$ cat config.mk
export PLATFORM = sky130hd
export DESIGN_NAME = lcd_init_sequencer
export DESIGN_NICKNAME = d
export VERILOG_FILES = /design/src/rtl/lcd_pkg.sv /design/src/rtl/lcd_init_rom.sv /design/src/rtl/lcd_init_sequencer.sv
export SDC_FILE = /design/constraint.sdc
export NUM_CORES = 1
export LEC_CHECK = 0
export BUFFER_PORTS_ARGS = -buffer_cell sky130_fd_sc_hd__buf_4
export CAP_MARGIN = 10
export CORE_MARGIN = 5
export CORE_UTILIZATION = 47
export DETAILED_ROUTE_END_ITERATION = 8
export PLACE_DENSITY = 0.68
export SLEW_MARGIN = 20
export SYNTH_ARGS = -nofsm -noshare
export SYNTH_HDL_FRONTEND = slang
export SYNTH_SLANG_ARGS = --single-unit
$ cat constraint.sdc
create_clock -name i_clock -period 3.2 [get_ports i_clock]
set_input_delay 0.16 -clock i_clock [delete_from_list [all_inputs] [get_ports i_clock]]
set_output_delay 0.16 -clock i_clock [all_outputs]
set_load 0.05 [all_outputs]
$ cat src/rtl/lcd_pkg.sv
// Shared definitions for the LCD power-up / configuration sequencer.
package lcd_pkg;

   // Sequencer states; exported on the debug state port of the top.
   typedef enum logic [3:0] {
      S_HOLD_RESET = 4'd0,
      S_RESET_WAIT = 4'd1,
      S_POLL_REQ   = 4'd2,
      S_POLL_WAIT  = 4'd3,
      S_POLL_DELAY = 4'd4,
      S_WRITE_REQ  = 4'd5,
      S_WRITE_WAIT = 4'd6,
      S_READY      = 4'd7,
      S_ERROR      = 4'd8
   } state_t;

   // Panel ID register and the value that identifies a supported panel.
   localparam logic [6:0] HW_CONFIG_ADDRESS  = 7'h78;
   localparam logic [7:0] HW_CONFIG_EXPECTED = 8'h20;

   // One entry of the register write table.
   typedef struct packed {
      logic [6:0] addr;
      logic [7:0] data;
   } tableEntry_t;

   // Larger of two values; used for sizing counters at elaboration.
   function automatic int unsigned maxOf(input int unsigned a, input int unsigned b);
      return (a > b) ? a : b;
   endfunction

endpackage

$ cat src/rtl/lcd_init_rom.sv
// Panel register write table. Changing the panel setup only touches this file.
module lcd_init_rom
   import lcd_pkg::*;
(
   input  logic [3:0]  index,
   output tableEntry_t entry
);

   // Combinational lookup; unused indices read as all-zero.
   always_comb begin
      entry = '{addr: 7'h00, data: 8'h00};
      case (index)
         4'd0:    entry = '{addr: 7'h10, data: 8'h01};
         4'd1:    entry = '{addr: 7'h11, data: 8'h3C};
         4'd2:    entry = '{addr: 7'h20, data: 8'hA5};
         4'd3:    entry = '{addr: 7'h36, data: 8'h80};
         default: entry = '{addr: 7'h00, data: 8'h00};
      endcase
   end

endmodule

$ cat src/rtl/lcd_init_sequencer.sv
// Power-up and configuration controller for the LCD panel: reset/clock-enable
// timing, panel ID polling, then a fixed table of register writes.
//
// Transceiver handshake: o_txBegin / o_rxBegin are single-cycle request
// pulses, never high together and at least two cycles apart. The transceiver
// answers with a single-cycle i_txDone / i_rxDone pulse (i_rxData valid with
// i_rxDone). A done pulse is honoured only in the matching *_WAIT state; any
// other done pulse (late, stray, after an abort) is dropped.
module lcd_init_sequencer
   import lcd_pkg::*;
#(
   parameter int unsigned RESET_LOW_CYCLES  = 20,
   parameter int unsigned RESET_WAIT_CYCLES = 970000,
   parameter int unsigned POLL_INTERVAL     = 1000000,
   parameter int unsigned MAX_POLLS         = 8,
   parameter int unsigned NUM_WRITES        = 4,
   parameter int unsigned DONE_TIMEOUT      = 4096
)(
   input  logic       i_clock,
   input  logic       i_reset,
   input  logic       i_start,
   output logic       o_nreset,
   output logic       o_clockEnable,
   output logic       o_txBegin,
   output logic       o_rxBegin,
   output logic [6:0] o_address,
   output logic [7:0] o_txData,
   input  logic       i_txDone,
   input  logic       i_rxDone,
   input  logic [7:0] i_rxData,
   output logic       o_ready,
   output logic       o_error,
   output logic [7:0] o_lastId,
   output state_t     o_debugState
);

   localparam int unsigned MAX_CYCLES = maxOf(maxOf(RESET_LOW_CYCLES, RESET_WAIT_CYCLES),
                                              maxOf(POLL_INTERVAL, DONE_TIMEOUT));
   localparam int unsigned CNT_W  = maxOf(20, $clog2(MAX_CYCLES + 1));
   localparam int unsigned POLL_W = maxOf(1, $clog2(MAX_POLLS));

   localparam logic [CNT_W-1:0]  LOW_LAST   = CNT_W'(RESET_LOW_CYCLES - 1);
   localparam logic [CNT_W-1:0]  WAIT_LAST  = CNT_W'(RESET_WAIT_CYCLES - 1);
   localparam logic [CNT_W-1:0]  DELAY_LAST = CNT_W'(POLL_INTERVAL - 1);
   // The begin cycle counts as the first cycle of a transfer, so the error
   // lands exactly DONE_TIMEOUT cycles after the begin pulse (DONE_TIMEOUT >= 2).
   localparam logic [CNT_W-1:0]  TIMEOUT_LAST = CNT_W'(DONE_TIMEOUT - 2);
   localparam logic [POLL_W-1:0] POLL_LAST  = POLL_W'(MAX_POLLS - 1);
   localparam logic [3:0]        LAST_INDEX = 4'(NUM_WRITES - 1);

   state_t            state, nextState;
   logic [CNT_W-1:0]  cnt, nextCnt;
   logic [3:0]        index, nextIndex;
   logic [POLL_W-1:0] pollCount, nextPolls;
   logic              latchId;
   logic              startQ;
   tableEntry_t       romEntry;

   lcd_init_rom u_rom (
      .index (nextIndex),
      .entry (romEntry)
   );

   assign o_debugState = state;

   // Next-state, counter, table index and poll count decisions.
   always_comb begin
      nextState = state;
      nextCnt   = cnt + 1'b1;
      nextIndex = index;
      nextPolls = pollCount;
      latchId   = 1'b0;
      case (state)
         S_HOLD_RESET: begin
            nextPolls = '0;
            if (!i_start) begin
               nextCnt = '0;
            end else if (cnt == LOW_LAST) begin
               nextState = S_RESET_WAIT;
            end
         end
         S_RESET_WAIT: begin
            if (cnt == WAIT_LAST) nextState = S_POLL_REQ;
         end
         S_POLL_REQ: begin
            nextState = S_POLL_WAIT;
         end
         S_POLL_WAIT: begin
            // Done wins over a timeout on the same cycle.
            if (i_rxDone) begin
               latchId = i_start;
               if (i_rxData == HW_CONFIG_EXPECTED) begin
                  nextPolls = '0;
                  nextIndex = '0;
                  nextState = S_WRITE_REQ;
               end else if (pollCount == POLL_LAST) begin
                  nextState = S_ERROR;
               end else begin
                  nextPolls = pollCount + 1'b1;
                  nextState = S_POLL_DELAY;
               end
            end else if (cnt == TIMEOUT_LAST) begin
               nextState = S_ERROR;
            end
         end
         S_POLL_DELAY: begin
            if (cnt == DELAY_LAST) nextState = S_POLL_REQ;
         end
         S_WRITE_REQ: begin
            nextState = S_WRITE_WAIT;
         end
         S_WRITE_WAIT: begin
            if (i_txDone) begin
               if (index == LAST_INDEX) begin
                  nextState = S_READY;
               end else begin
                  nextIndex = index + 4'd1;
                  nextState = S_WRITE_REQ;
               end
            end else if (cnt == TIMEOUT_LAST) begin
               nextState = S_ERROR;
            end
         end
         S_READY, S_ERROR: begin
            nextCnt = '0;
         end
         default: begin
            nextState = S_HOLD_RESET;
         end
      endcase
      // Dropping i_start abandons whatever is in progress.
      if (!i_start) nextState = S_HOLD_RESET;
      // Every state measures its time from its own entry.
      if (nextState != state) nextCnt = '0;
   end

   // State and bookkeeping registers.
   always_ff @(posedge i_clock or posedge i_reset) begin
      if (i_reset) begin
         state     <= S_HOLD_RESET;
         cnt       <= '0;
         index     <= '0;
         pollCount <= '0;
         startQ    <= 1'b0;
      end else begin
         state     <= nextState;
         cnt       <= nextCnt;
         index     <= nextIndex;
         pollCount <= nextPolls;
         startQ    <= i_start;
      end
   end

   // Outputs are registered from the next state so they line up with it.
   always_ff @(posedge i_clock or posedge i_reset) begin
      if (i_reset) begin
         o_nreset      <= 1'b0;
         o_clockEnable <= 1'b0;
         o_txBegin     <= 1'b0;
         o_rxBegin     <= 1'b0;
         o_address     <= '0;
         o_txData      <= '0;
         o_ready       <= 1'b0;
         o_error       <= 1'b0;
         o_lastId      <= '0;
      end else begin
         o_nreset      <= (nextState != S_HOLD_RESET);
         o_clockEnable <= (nextState != S_HOLD_RESET);
         o_rxBegin     <= (nextState == S_POLL_REQ);
         o_txBegin     <= (nextState == S_WRITE_REQ);
         o_ready       <= (nextState == S_READY);
         if (nextState == S_POLL_REQ) begin
            o_address <= HW_CONFIG_ADDRESS;
         end else if (nextState == S_WRITE_REQ) begin
            o_address <= romEntry.addr;
            o_txData  <= romEntry.data;
         end
         if (latchId) o_lastId <= i_rxData;
         // Sticky error: survives i_start falling, cleared by the next rise.
         if (nextState == S_ERROR) begin
            o_error <= 1'b1;
         end else if (i_start && !startQ) begin
            o_error <= 1'b0;
         end
      end
   end

endmodule

==> impl_metrics.toml <==
[status]
run_status = "completed"

[yosys]
multiplexer_area_fraction_after_synthesis = 0.0498
yosysSeqAreaShare = 0.438
post_synth_instance_area_sq_mm = 0.00309
synth_async_sr_flop_share = 1.00
number_of_instances_in_the_synthesized_netlist = 298
yosys_most_used_dff = "sky130_fd_sc_hd__dfrtp_1"
netlist-cell-type-count = 61
synth.ff_latch_count = 54
yosys_warnings = 0
combinational_family_with_the_most_area_after_synthesis = "simple AND/OR/NAND/NOR gates"
synth-simple-area-share = 0.264
synthAdderAreaFrac = 0.0203
synth_compound_area_frac = 0.111
synth_edf_count = 0
syn_area_per_cell_sq_um = 10.4
synth_xor_xnor_area_share = 0.0567

[place]
place.gp.congestion = 0.896
portBuffers = 43
dp_cells = 406
detailed_place_hpwl_mm = 4.78

[worst_setup_path]
r2r_cells = 8
r2r_setup_slack_ns = 0.22
worstReg2RegEnd = "o_txData[0]"
worst_setup_path_start_kind = "register"
timing.critical_path.required_ns = 3.40
setup.worst_path.end_class = "register"
crit_start = "cnt[16]"
rr_startpoint = "cnt[16]"
crit_path_max_fanout = 6
timing.critical_path.arrival_ns = 3.18
crit_type = "reg2reg"

[global_route]
global_route_wire_length_before_repair_mm = 11.4
grt_use_total = 0.163
grt_max_degree = 45
grt-ovfl-total = 0
antenna_found_initial = 0
first_global_vias = 2331

[hold_path]
hold_class = "in2async"

[floorplan]
initial_utilization = 0.484
die_area_sq_mm = 0.00829
placeableCoreArea_sq_mm = 0.00639
chipHeight_microns = 91.1
die_w_microns = 91.1
std_cell_rows = 29
floorplan.io_pins = 46

[finish]
antenna_cells_inserted = 0
design.final.nets = 355
area_taken_by_multi_input_logic_gates_sq_mm = 0.00156
finish.cell_count_without_fillers = 415
seq_area_sq_mm = 0.00135
drive_above_1_share = 0.287
final.fill_count = 591
areaGrowthSynthToFinish_pct = 15.3

[sta]
timing_hold_violations_final = 0
rsz_0062_raised_after_global_routing = "false"
fin_crit_sh = 0.932
clock_skew_ns = 0.0116
setup-violations-final = 0
finalWorstPathRequiredPeriod_ns = 2.98
finalMaxSlewViolations = 0
setup_tns_ns = 0
slew_worst_pin_ns = 0.918
relSlewSlack = 0.387
max_freq_ghz = 0.335

[clock_tree]
number_of_buffers_created_by_cts = 5
clockRootBuffer = "sky130_fd_sc_hd__clkbuf_8"
post_cts_resize_count = 0
cts.htree.levels = 2
worst_setup_hold_path_clk_slew_ns = 0.10
clock_path_buffers = 2
clock_tree_from_tritoncts = "done"
clock-sinks = 54
skew_pair_late_insertion_delay_ns = 0.31

[run]
cap_violations = 0

[drt]
first_pass_iters = 4
via_per_inst = 5.68
routed_wirelength_mm = 6.53
detailedRoute.firstIterationViolations = 176
number_of_routed_nets_with_antenna_violations = 0
drt-wirelength-per-cell_microns = 15.7
via_count = 2357
drt_drc_violations_left = 0

[pwr]
power.ir.vdd_worst_v = 0.000206
power.leakage_nw = 1.66
pwr_density_cell_mw_per_mm2 = 339
## how the worst max path moves through the flow
stage                          to  slack [ns]
floorplan             o_txData[7]        0.37
global placement      o_txData[0]        0.28
detailed placement    o_txData[0]        0.21
CTS                   o_txData[0]        0.21
global route        o_clockEnable        0.01
finish                o_txData[0]        0.22
## placed cells by master (no fill, tap or decap), types with 9 or more instances in the layout
cell type | Yosys | routed
sky130_fd_sc_hd__mux2_2 | 9 | 9
sky130_fd_sc_hd__xnor2_1 | 10 | 10
sky130_fd_sc_hd__xor2_1 | 10 | 10
sky130_fd_sc_hd__inv_1 | 17 | 16
sky130_fd_sc_hd__dfrtp_1 | 54 | 54
sky130_fd_sc_hd__buf_4 | 9 | 46
sky130_fd_sc_hd__nor3_2 | 20 | 20
sky130_fd_sc_hd__nor2_1 | 17 | 17
sky130_fd_sc_hd__nand4_1 | 9 | 9
sky130_fd_sc_hd__nand2_1 | 17 | 17
sky130_fd_sc_hd__nand3_1 | 11 | 11
## per-stage QoR
step / total power, mW / hold slack, ns / util / setup WS (ns) / instance area [sq um]
after floorplan: 0.739 / 0.191 / - / 0.366 / 3090
after global placement: 0.762 / 0.313 / 0.539 / 0.279 / 3440
after detailed placement: 0.763 / 0.314 / 0.539 / 0.215 / 3440
after CTS: 1.23 / 0.0809 / 0.557 / 0.214 / 3560
after global routing: 1.27 / 0.0790 / 0.557 / 0.0145 / 3560
final: 1.21 / 0.0546 / 0.557 / 0.218 / 3560
## sequential cells by signal (all words and copies together) (netlist names), 3 cells and up
| register | flops |
|---|---|
| o_address | 5 |
| index | 4 |
| o_lastId | 8 |
| o_debugState | 4 |
| o_txData | 4 |
| cnt | 20 |
| pollCount | 3 |
## layer usage
metal  up-vias  global-route usage  share of wire
li1       1156                   -              -
met1      1142               0.230           0.48
met2        54               0.258           0.47
met3         5              0.0355          0.048
met4         0              0.0330         0.0081
met5         -                   0              0
## where the power goes
| group | internal [mW] | total [mW] | switching [mW] |
|---|---|---|---|
| Sequential | 0.685 | 0.689 | 0.00330 |
| Combinational | 0.0214 | 0.0601 | 0.0388 |
| Clock | 0.234 | 0.459 | 0.225 |
| Total | 0.941 | 1.21 | 0.267 |
## cells by family after synthesis
kind of cell    Yosys count
simple gates            126
buf+inv                  35
fa+ha+maj                 5
compound gates           43
other cells               1
flops                    54
xor+xnor                 20
mux                      14
## final cells by class
cell class | instances | area share
multi-input cells | 210 | 0.438
clock inverters | 2 | 0.0105
flip-flops and latches | 54 | 0.380
well taps | 77 | 0.0271
repair buffers | 48 | 0.105
inverters | 18 | 0.0193
clock buffers | 6 | 0.0204
## Yosys cell counts, drive strengths merged, types with 3 or more instances
master | count | area share
nor4 | 5 | 0.010
nor2b | 3 | 0.0061
nor3 | 26 | 0.075
xnor2 | 10 | 0.028
nor2 | 17 | 0.021
a21oi | 6 | 0.013
mux2 | 11 | 0.040
nor4b | 3 | 0.0085
nand2 | 18 | 0.023
o31ai | 4 | 0.0097
nand4b | 3 | 0.0085
clkbuf | 5 | 0.0061
or2 | 3 | 0.0061
dfrtp | 54 | 0.44
o21ai | 7 | 0.014
and3 | 3 | 0.0061
inv | 17 | 0.021
and4 | 5 | 0.014
ha | 5 | 0.020
or4 | 6 | 0.017
nand4 | 9 | 0.018
buf | 12 | 0.031
xor2 | 10 | 0.028
o211ai | 3 | 0.0073
mux2i | 3 | 0.0097
nand3 | 11 | 0.018
and2 | 4 | 0.0081
## critical path, stage by stage, from the launching register on
cell and delay [ns]:
sky130_fd_sc_hd__dfrtp_1 0.45, sky130_fd_sc_hd__or4_1 0.51, sky130_fd_sc_hd__or4_4 0.46, sky130_fd_sc_hd__or4_4 0.51, sky130_fd_sc_hd__and3b_4 0.23, sky130_fd_sc_hd__a21oi_4 0.17
sky130_fd_sc_hd__nand2_2 0.11, sky130_fd_sc_hd__clkinv_2 0.12, sky130_fd_sc_hd__mux2_1 0.33
## what timing repair did
item	4_1_cts	5_1_grt
hold endpoints to repair	1	0
setup buffers	0	0
hold buffers	1	0
(Power assumes the default switching activity.)
